--- src/rtl/hazard_scoreboard_pkg.sv ---
// Shared types, forwarding-select encodings and sizing helpers for the hazard scoreboard.
package hazard_scoreboard_pkg;

    // Entries carry a fixed-width destination so one struct serves every REG_ADDR_W up to 8.
    localparam int SB_DST_W = 8;

    localparam int FWD_RF  = 0;
    localparam int FWD_MEM = 1;

    function automatic int fwd_wb(input int mem_lat);
        return mem_lat + 1;
    endfunction

    function automatic int sel_width(input int mem_lat);
        return $clog2(mem_lat + 3);
    endfunction

    typedef struct packed {
        logic                valid;
        logic [SB_DST_W-1:0] dst;
        logic                wb_en;
        logic                mem_read;
    } sb_entry_t;

endpackage

--- src/rtl/hazard_scoreboard_if.sv ---
// ID-side request and hazard/forwarding response bundle of the hazard scoreboard.
interface hazard_scoreboard_if #(
    parameter int REG_ADDR_W = 4,
    parameter int SEL_W      = 2,
    parameter int CNT_W      = 32
);
    logic                  fwd_enable;
    logic                  id_valid;
    logic [REG_ADDR_W-1:0] id_src1;
    logic [REG_ADDR_W-1:0] id_src2;
    logic                  id_has_src1;
    logic                  id_has_src2;
    logic [REG_ADDR_W-1:0] id_dst;
    logic                  id_wb_en;
    logic                  id_mem_read;
    logic                  flush;
    logic                  stall;
    logic [SEL_W-1:0]      fwd_sel1;
    logic [SEL_W-1:0]      fwd_sel2;
    logic [CNT_W-1:0]      stall_count;

    modport master (
        output fwd_enable, id_valid, id_src1, id_src2, id_has_src1, id_has_src2,
               id_dst, id_wb_en, id_mem_read, flush,
        input  stall, fwd_sel1, fwd_sel2, stall_count
    );

    modport slave (
        input  fwd_enable, id_valid, id_src1, id_src2, id_has_src1, id_has_src2,
               id_dst, id_wb_en, id_mem_read, flush,
        output stall, fwd_sel1, fwd_sel2, stall_count
    );
endinterface

--- src/rtl/hazard_scoreboard_sb_match.sv ---
// Compares one ID source against the comparable scoreboard entries (EXE and MEM slots).
module sb_match
    import hazard_scoreboard_pkg::*;
#(
    parameter int NCMP    = 2,
    parameter int MEM_LAT = 1,
    parameter int IDX_W   = 2
) (
    input  logic                  req_i,
    input  logic [SB_DST_W-1:0]   src_i,
    input  sb_entry_t [NCMP-1:0]  ent_i,
    output logic                  hit_o,
    output logic [IDX_W-1:0]      idx_o,
    output logic                  ld_haz_o
);

    // Scan oldest to youngest so the lowest matching index is the one left in idx_o.
    always_comb begin
        hit_o    = 1'b0;
        idx_o    = '0;
        ld_haz_o = 1'b0;
        for (int j = NCMP - 1; j >= 0; j--) begin
            if (req_i && ent_i[j].valid && ent_i[j].wb_en && ent_i[j].dst == src_i) begin
                hit_o = 1'b1;
                idx_o = IDX_W'(j);
                if (ent_i[j].mem_read && j < MEM_LAT) ld_haz_o = 1'b1;
            end
        end
    end

endmodule

--- src/rtl/hazard_scoreboard.sv ---
// Hazard detection and forwarding control between ID and EXE, tracking in-flight
// destinations over EXE, MEM_LAT memory slots and WB.
module hazard_scoreboard
    import hazard_scoreboard_pkg::*;
#(
    parameter  int REG_ADDR_W = 4,
    parameter  int MEM_LAT    = 1,
    parameter  int CNT_W      = 32,
    localparam int DEPTH      = MEM_LAT + 2,
    localparam int SEL_W      = sel_width(MEM_LAT)
) (
    input logic clk,
    input logic rst,
    hazard_scoreboard_if.slave bus
);

    sb_entry_t [DEPTH-1:0] sb_q, sb_d;
    sb_entry_t             ent_new;
    logic [SEL_W-1:0]      sel1_q, sel1_d, sel2_q, sel2_d;
    logic [CNT_W-1:0]      cnt_q, cnt_d;
    logic                  hit1, hit2, ldh1, ldh2;
    logic [SEL_W-1:0]      idx1, idx2;
    logic                  stall, issue;

    // WB (last entry) is left out: the register file writes before it reads.
    sb_match #(.NCMP(DEPTH - 1), .MEM_LAT(MEM_LAT), .IDX_W(SEL_W)) u_match1 (
        .req_i   (bus.id_valid & bus.id_has_src1),
        .src_i   (SB_DST_W'(REG_ADDR_W'(bus.id_src1))),
        .ent_i   (sb_q[DEPTH-2:0]),
        .hit_o   (hit1),
        .idx_o   (idx1),
        .ld_haz_o(ldh1)
    );

    sb_match #(.NCMP(DEPTH - 1), .MEM_LAT(MEM_LAT), .IDX_W(SEL_W)) u_match2 (
        .req_i   (bus.id_valid & bus.id_has_src2),
        .src_i   (SB_DST_W'(REG_ADDR_W'(bus.id_src2))),
        .ent_i   (sb_q[DEPTH-2:0]),
        .hit_o   (hit2),
        .idx_o   (idx2),
        .ld_haz_o(ldh2)
    );

    always_comb begin
        stall = !rst && !bus.flush && (bus.fwd_enable ? (ldh1 || ldh2) : (hit1 || hit2));
        issue = bus.id_valid && !stall && !bus.flush;

        ent_new = '0;
        if (issue) begin
            ent_new.valid    = 1'b1;
            ent_new.dst      = SB_DST_W'(REG_ADDR_W'(bus.id_dst));
            ent_new.wb_en    = bus.id_wb_en;
            ent_new.mem_read = bus.id_mem_read;
        end
        sb_d = {sb_q[DEPTH-2:0], ent_new};

        // The matched producer moves one slot older at the edge, hence the +1.
        sel1_d = (issue && bus.fwd_enable && hit1) ? idx1 + SEL_W'(1) : SEL_W'(FWD_RF);
        sel2_d = (issue && bus.fwd_enable && hit2) ? idx2 + SEL_W'(1) : SEL_W'(FWD_RF);

        cnt_d = (stall && cnt_q != '1) ? cnt_q + CNT_W'(1) : cnt_q;
    end

    always_ff @(posedge clk or posedge rst) begin
        if (rst) begin
            sb_q   <= '0;
            sel1_q <= '0;
            sel2_q <= '0;
            cnt_q  <= '0;
        end else begin
            sb_q   <= sb_d;
            sel1_q <= sel1_d;
            sel2_q <= sel2_d;
            cnt_q  <= cnt_d;
        end
    end

    assign bus.stall       = stall;
    assign bus.fwd_sel1    = sel1_q;
    assign bus.fwd_sel2    = sel2_q;
    assign bus.stall_count = cnt_q;

endmodule
--- src/flat_wrapper.sv ---
// flat-port wrapper written by rule: the top's interface ports become plain ports
module hazard_scoreboard_flat import hazard_scoreboard_pkg::*;
#(
    parameter  int REG_ADDR_W = 4,
    parameter  int MEM_LAT    = 1,
    parameter  int CNT_W      = 32,
    localparam int DEPTH      = MEM_LAT + 2,
    localparam int SEL_W      = sel_width(MEM_LAT)
)
  (clk, rst, bus_fwd_enable, bus_id_valid, bus_id_src1, bus_id_src2, bus_id_has_src1, bus_id_has_src2, bus_id_dst, bus_id_wb_en, bus_id_mem_read, bus_flush, bus_stall, bus_fwd_sel1, bus_fwd_sel2, bus_stall_count);
  hazard_scoreboard_if #(.REG_ADDR_W(REG_ADDR_W), .CNT_W(CNT_W)) bus_i ();
  input logic clk;
  input logic rst;
  input wire logic [$bits(bus_i.fwd_enable)-1:0] bus_fwd_enable;
  input wire logic [$bits(bus_i.id_valid)-1:0] bus_id_valid;
  input wire logic [$bits(bus_i.id_src1)-1:0] bus_id_src1;
  input wire logic [$bits(bus_i.id_src2)-1:0] bus_id_src2;
  input wire logic [$bits(bus_i.id_has_src1)-1:0] bus_id_has_src1;
  input wire logic [$bits(bus_i.id_has_src2)-1:0] bus_id_has_src2;
  input wire logic [$bits(bus_i.id_dst)-1:0] bus_id_dst;
  input wire logic [$bits(bus_i.id_wb_en)-1:0] bus_id_wb_en;
  input wire logic [$bits(bus_i.id_mem_read)-1:0] bus_id_mem_read;
  input wire logic [$bits(bus_i.flush)-1:0] bus_flush;
  output wire logic [$bits(bus_i.stall)-1:0] bus_stall;
  output wire logic [$bits(bus_i.fwd_sel1)-1:0] bus_fwd_sel1;
  output wire logic [$bits(bus_i.fwd_sel2)-1:0] bus_fwd_sel2;
  output wire logic [$bits(bus_i.stall_count)-1:0] bus_stall_count;
  assign bus_i.fwd_enable = bus_fwd_enable;
  assign bus_i.id_valid = bus_id_valid;
  assign bus_i.id_src1 = bus_id_src1;
  assign bus_i.id_src2 = bus_id_src2;
  assign bus_i.id_has_src1 = bus_id_has_src1;
  assign bus_i.id_has_src2 = bus_id_has_src2;
  assign bus_i.id_dst = bus_id_dst;
  assign bus_i.id_wb_en = bus_id_wb_en;
  assign bus_i.id_mem_read = bus_id_mem_read;
  assign bus_i.flush = bus_flush;
  assign bus_stall = bus_i.stall;
  assign bus_fwd_sel1 = bus_i.fwd_sel1;
  assign bus_fwd_sel2 = bus_i.fwd_sel2;
  assign bus_stall_count = bus_i.stall_count;
  hazard_scoreboard #(.REG_ADDR_W(REG_ADDR_W), .MEM_LAT(MEM_LAT), .CNT_W(CNT_W)) u_core (.clk(clk), .rst(rst), .bus(bus_i));
endmodule
--- config.mk ---
export PLATFORM = sky130hd
export DESIGN_NAME = hazard_scoreboard_flat
export DESIGN_NICKNAME = d
export VERILOG_FILES = /design/src/rtl/hazard_scoreboard_pkg.sv /design/src/rtl/hazard_scoreboard_if.sv /design/src/rtl/hazard_scoreboard_sb_match.sv /design/src/rtl/hazard_scoreboard.sv /design/src/flat_wrapper.sv
export SDC_FILE = /design/constraint.sdc
export NUM_CORES = 1
export LEC_CHECK = 0
export CORE_ASPECT_RATIO = 1.5
export CORE_MARGIN = 10
export CORE_UTILIZATION = 35
export DETAILED_ROUTE_END_ITERATION = 12
export PLACE_DENSITY = 0.58
export SYNTH_ARGS = -nofsm -noshare
export SYNTH_HDL_FRONTEND = slang
export SYNTH_SLANG_ARGS = --single-unit
--- constraint.sdc ---
create_clock -name clk -period 2.45 [get_ports clk]
set_input_delay 0.49 -clock clk [delete_from_list [all_inputs] [get_ports clk]]
set_output_delay 0.49 -clock clk [all_outputs]
set_load 0.03 [all_outputs]
Yosys cells after proc, flatten, opt, wreduce, memory -nomap -nowiden:

Index checks and enable logic that the tools add are counted.
Widths: inputs -> output; s select.

* register bits after elaboration: 57
* input port bits: 21
* output and inout bits: 37
* logic and storage cells: 60

* add/sub/neg operators: 3
* equality and inequality tests: 5
* muxes and demuxes: 15
* bitwise operators: 2
* reduce and logical (&&, ||, !) cells: 25

Operators by type and width (number)
* $add 32x1->32 const B: 1
* $eq 8x4->1: 4
* $ne 32x32->1 const B: 1
* $logic_and 1x1->1: 20
* $mux 11: 1
* $mux 1: 10
* $mux 2: 4
* $add 2x1->2 const B: 2
* $logic_not 1->1: 3
* $and 1x1->1: 2
* $logic_or 1x1->1: 2

Longest topological paths before layout:

* depth after elaboration: 15
* depth in mapped cells: 9
* gate-level depth less buffers: 8

Modules after synthesis:

From an unflattened synthesis, not the netlist that was laid out.

* cell total of the unflattened synthesis: 259
* area total of the unflattened synthesis: 2712.6 µm²

By module, submodules not included
* hazard_scoreboard: instances 1, cells an instance 201, area an instance 2284.7 µm²
* sb_match: instances 2, cells an instance 29, area an instance 214.0 µm²

Worst setup path after synthesis:

No wires, ideal clock.

* kind: input to output
* from: in bus_id_src1[0]
* to: out bus_stall
* arrival: 2215 ps
* data required time: 1960 ps
* path slack: -255 ps
* cell stages on the path: 8
* buffers on the path: 1
* cells stage by stage: xor2_1 -> or3_1 -> or3_4 -> nand3_2 -> o21ai_2 -> and2_4 -> buf_6 -> nor2_1

* longest elaborated chain between the ends: 7
* elaborated cells between the ends (all ways): 11
* classes of those cells: eq/ne: 2; mux: 4; reduce/logical: 5

RTL lines
* start, declared: RTL line flat_wrapper.sv:16 `input wire logic [$bits(bus_i.id_src1)-1:0] bus_id_src1;`
* $eq 8x4->1: RTL line hazard_scoreboard_sb_match.sv:23 `if (req_i && ent_i[j].valid && ent_i[j].wb_en && ent_i[j].dst == src_i) begin`
* $logic_and 1x1->1: RTL line hazard_scoreboard_sb_match.sv:23
* $mux 1 (2 in series): RTL line hazard_scoreboard_sb_match.sv:23
* $logic_or 1x1->1: RTL line hazard_scoreboard.sv:45 `stall = !rst && !bus.flush && (bus.fwd_enable ? (ldh1 || ldh2) : (hit1 || hit2));`
* $mux 1 *: RTL line hazard_scoreboard.sv:45
* $logic_and 1x1->1 *: RTL line hazard_scoreboard.sv:45
* end, declared: RTL line flat_wrapper.sv:24 `output wire logic [$bits(bus_i.stall)-1:0] bus_stall;`

Every way passes the cells marked *; elsewhere a longest branch is shown, timed or not.

Worst setup path after layout:

Ends and elaborated chain as after synthesis.

==> results.toml <==
[run_status]
outcome = "finished with violations"
violations = "negative setup slack"

[yosys]
netlist_area_um2 = 2400
yosysMostFrequentCell = "dfrtp_1"
ys_warn_count = 0
synth_flop_cell = "dfrtp_1"
ys_ff_latch = 49
syn_nets = 238
synth_edf_count = 0
syn_avg_cell_area_um2 = 11.1
yosysSeqAreaShare_pct = 51.1
synth_cells = 216
async_flop_share_pct = 100
yosysTopAreaCell = "dfrtp_1"
ys_types = 37
synth_common_cells = "49 x dfrtp_1, 26 x xnor2_1, 20 x nand2_1, 20 x xor2_1, 18 x nand3_1"
synth.top_cell.area_share_pct = 51.1
synth_area_leaders = "dfrtp_1 51%, xnor2_1 9.5%, xor2_1 7.3%"

[cts]
cts_tree = "done"
cts_hold_buf = 0
cts_buffers = 5
clock_latency_ns = 0.29
numClockSinks = 49
path_clk_slew_ns = 0.08
cts_buffer_depth = 2
htree_levels = 2
ctsRootBufferMaster = "clkbuf_8"

[timing]
finalHoldViolCount = 0
fin_skew_ns = 0.00422
tightest_slew_ns = 0.497
setup_viol = 13
fmax_mhz = 384
rsz0062_at_grt = "yes"
fin_setup_tns_ns = -0.557
fin_crit_ns = 2.60
slew_headroom_pct = 66.8
period_share_pct = 106
worst_slack_ns = -0.151
slew_viol_final = 0

[critical_path]
cp-start-kind = "input port"
crit_start = "bus_id_src1[0]"
worst_path_largest_cell_delay_ns = 0.37
slowest_stage = "or3_4"
cp.arrival_ns = 2.11
critPathRequiredTime_ns = 1.96
cp_max_fo = 2
crit_path_end_kind = "output port"
crit_family = "simple AND/OR/NAND/NOR gates"
timing.critical_path.mode_cell = "or3_4"
crit_buf_inv = 2
criticalPathCategory = "input port to output port"
cp_cell_sequence = "clkdlybuf4s15_1, xor2_1, or3_4, or3_4, nand3_4, o21ai_4, and2_4, nor2_4, buf_6"
r2r-start = "u_core.sb_d[13]$_DFF_PP0_"

[hold_path]
hold_start = "u_core.sb_d[12]$_DFF_PP0_"
hold_class = "flop to flop"

[detailed_routing]
num_vias = 1918
ant_nets = 0
firstDrtPassIters = 4
drc = 0
wl_per_cell_um = 15.2
drtIter0Drc = 48
viasPerCell = 4.83
finalWirelength_mm = 6.03

[global_route]
grt_pass1_vias = 2086
grt_pass1_wl_mm = 10.2
grt_max_degree = 29
gr-total-overflow = 0
grtUsageTotal_pct = 11.8
antenna_found_initial = 0

[power]
powerDensity_nw_per_um2 = 379
ir_drop_mv = 0.246
p_leak_nw = 1.61

[place]
placed_cell_area_um2 = 3290
port_buffers = 57
gp_congestion = 0.771
dpl_worst_slack_ns = -0.496
place_hpwl_mm = 4.57

[final_layout]
design_area_um2 = 3650
regArea_um2 = 1230
final_nets = 344
drive_gt1_share_pct = 27.4
nFillCells = 605
multi_input_area_um2 = 1300
syn_to_final_growth_pct = 51.9
num_antenna_cells = 0

[floorplanning]
num_rows = 36
die_y_um = 121
start_util_pct = 36.5
die_area_um2 = 10600
ioPinCount = 58
coreArea_um2 = 6580
dieWidth_um = 87.6

[run]
cap_violations = 0
-- per-layer routing --
| metal | share of wire [%] | wire length [um] | global-route usage, % |
|---|---|---|---|
| met5 | 0 | 0 | 0 |
| met4 | 1.6 | 97 | 3.60 |
| met3 | 4.9 | 297 | 3.36 |
| met2 | 55 | 3320 | 21.2 |
| met1 | 38 | 2310 | 13.0 |
-- stage by stage --
stage	hold WS, ns	power [mW]	utilization (%)	std cells
floorplan	0.354	0.885	-	216
global placement	0.358	0.955	50.1	377
detailed placement	0.365	0.956	50.1	377
CTS	0.384	1.40	53.3	392
global route	0.410	1.44	55.4	397
finish	0.384	1.38	55.4	397
-- repair_timing --
| item | 4_1_cts | 5_1_grt |
|---|---|---|
| endpoints found under the setup margin | 20 | 28 |
| buffers inserted | 9 | 5 |
| resized for setup | 20 | 26 |
| pin swaps | 15 | 17 |
-- cells by family (layout without fill, tap and decap cells) --
family,after synthesis,count (layout),synth area share [%]
AO/OA/AOI/OAI,7,7,2.40
XOR/XNOR,46,46,16.8
adder cells (fa/ha/maj),1,1,0.521
buffers and inverters,8,113,1.56
flip-flops,49,49,51.1
multiplexers,2,2,0.886
AND/OR/NAND/NOR,103,103,26.7
-- worst reg2reg max path, stage by stage (launching register included) --
cell	delay, ns
dfrtp_1	0.40
xor2_1	0.14
or3_4	0.37
or3_4	0.36
nand3_4	0.11
o21ai_4	0.07
buf_4	0.14
buf_6	0.11
a211o_4	0.42
nor3_4	0.16
xor2_1	0.16
-- area by class of cell --
cell class              count  area share [%]
well taps                  76            2.61
clock inverters             1           0.137
multi-input cells         159            35.6
inverters                   6           0.618
flip-flops and latches     49            33.6
repair buffers            101            25.5
clock buffers               5            1.89
-- path summary, 6_finish.rpt --
path	slack, ns	depth (start not counted)	end
max	-0.15	9	bus_stall
min	0.38	0	u_core.sb_d[23]$_DFF_PP0_
max reg2reg	-0.06	10	u_core.bus.stall_count[14]$_DFFE_PP0P_
min reg2reg	0.38	0	u_core.sb_d[23]$_DFF_PP0_
max in group asynchronous	1.29	3	u_core.bus.stall_count[12]$_DFFE_PP0P_
min in group asynchronous	0.64	2	u_core.bus.stall_count[31]$_DFFE_PP0P_
-- placed cells by master, fill, tap and decap left out, types with 2 or more instances in the layout --
cell type | netlist | layout
dlygate4sd2_1 | 0 | 3
nor3_1 | 4 | 3
buf_6 | 1 | 5
nand3_2 | 1 | 2
xnor2_1 | 26 | 25
dfrtp_1 | 49 | 49
nor4_2 | 4 | 2
clkdlybuf4s50_1 | 0 | 48
nor4_1 | 2 | 2
dlymetal6s2s_1 | 0 | 2
or3_4 | 1 | 3
nor3_2 | 4 | 3
nor3_4 | 0 | 2
clkdlybuf4s15_1 | 0 | 3
and3_1 | 6 | 6
a21oi_2 | 1 | 2
and4_1 | 3 | 2
inv_1 | 6 | 5
buf_4 | 0 | 39
xor2_1 | 20 | 20
and2_1 | 6 | 6
nor4_4 | 2 | 4
nor2_4 | 0 | 6
nand2_1 | 20 | 19
nor2_1 | 12 | 6
nand4_1 | 10 | 10
nand3_1 | 18 | 16
nor3b_1 | 2 | 2
clkbuf_8 | 0 | 5
-- state kept, by name, indices dropped and copies added, names as in the netlist --
signal / cells
u_core.bus.fwd_sel1: 2
u_core.bus.fwd_sel2: 2
u_core.bus.stall_count: 32
u_core.sb_d: 13
-- power by group --
group | internal (mW) | switching (mW)
Clock | 0.188 | 0.250
Combinational | 0.0628 | 0.0565
Sequential | 0.818 | 0.00795
No activity file was read; power rests on OpenSTA's default activity.
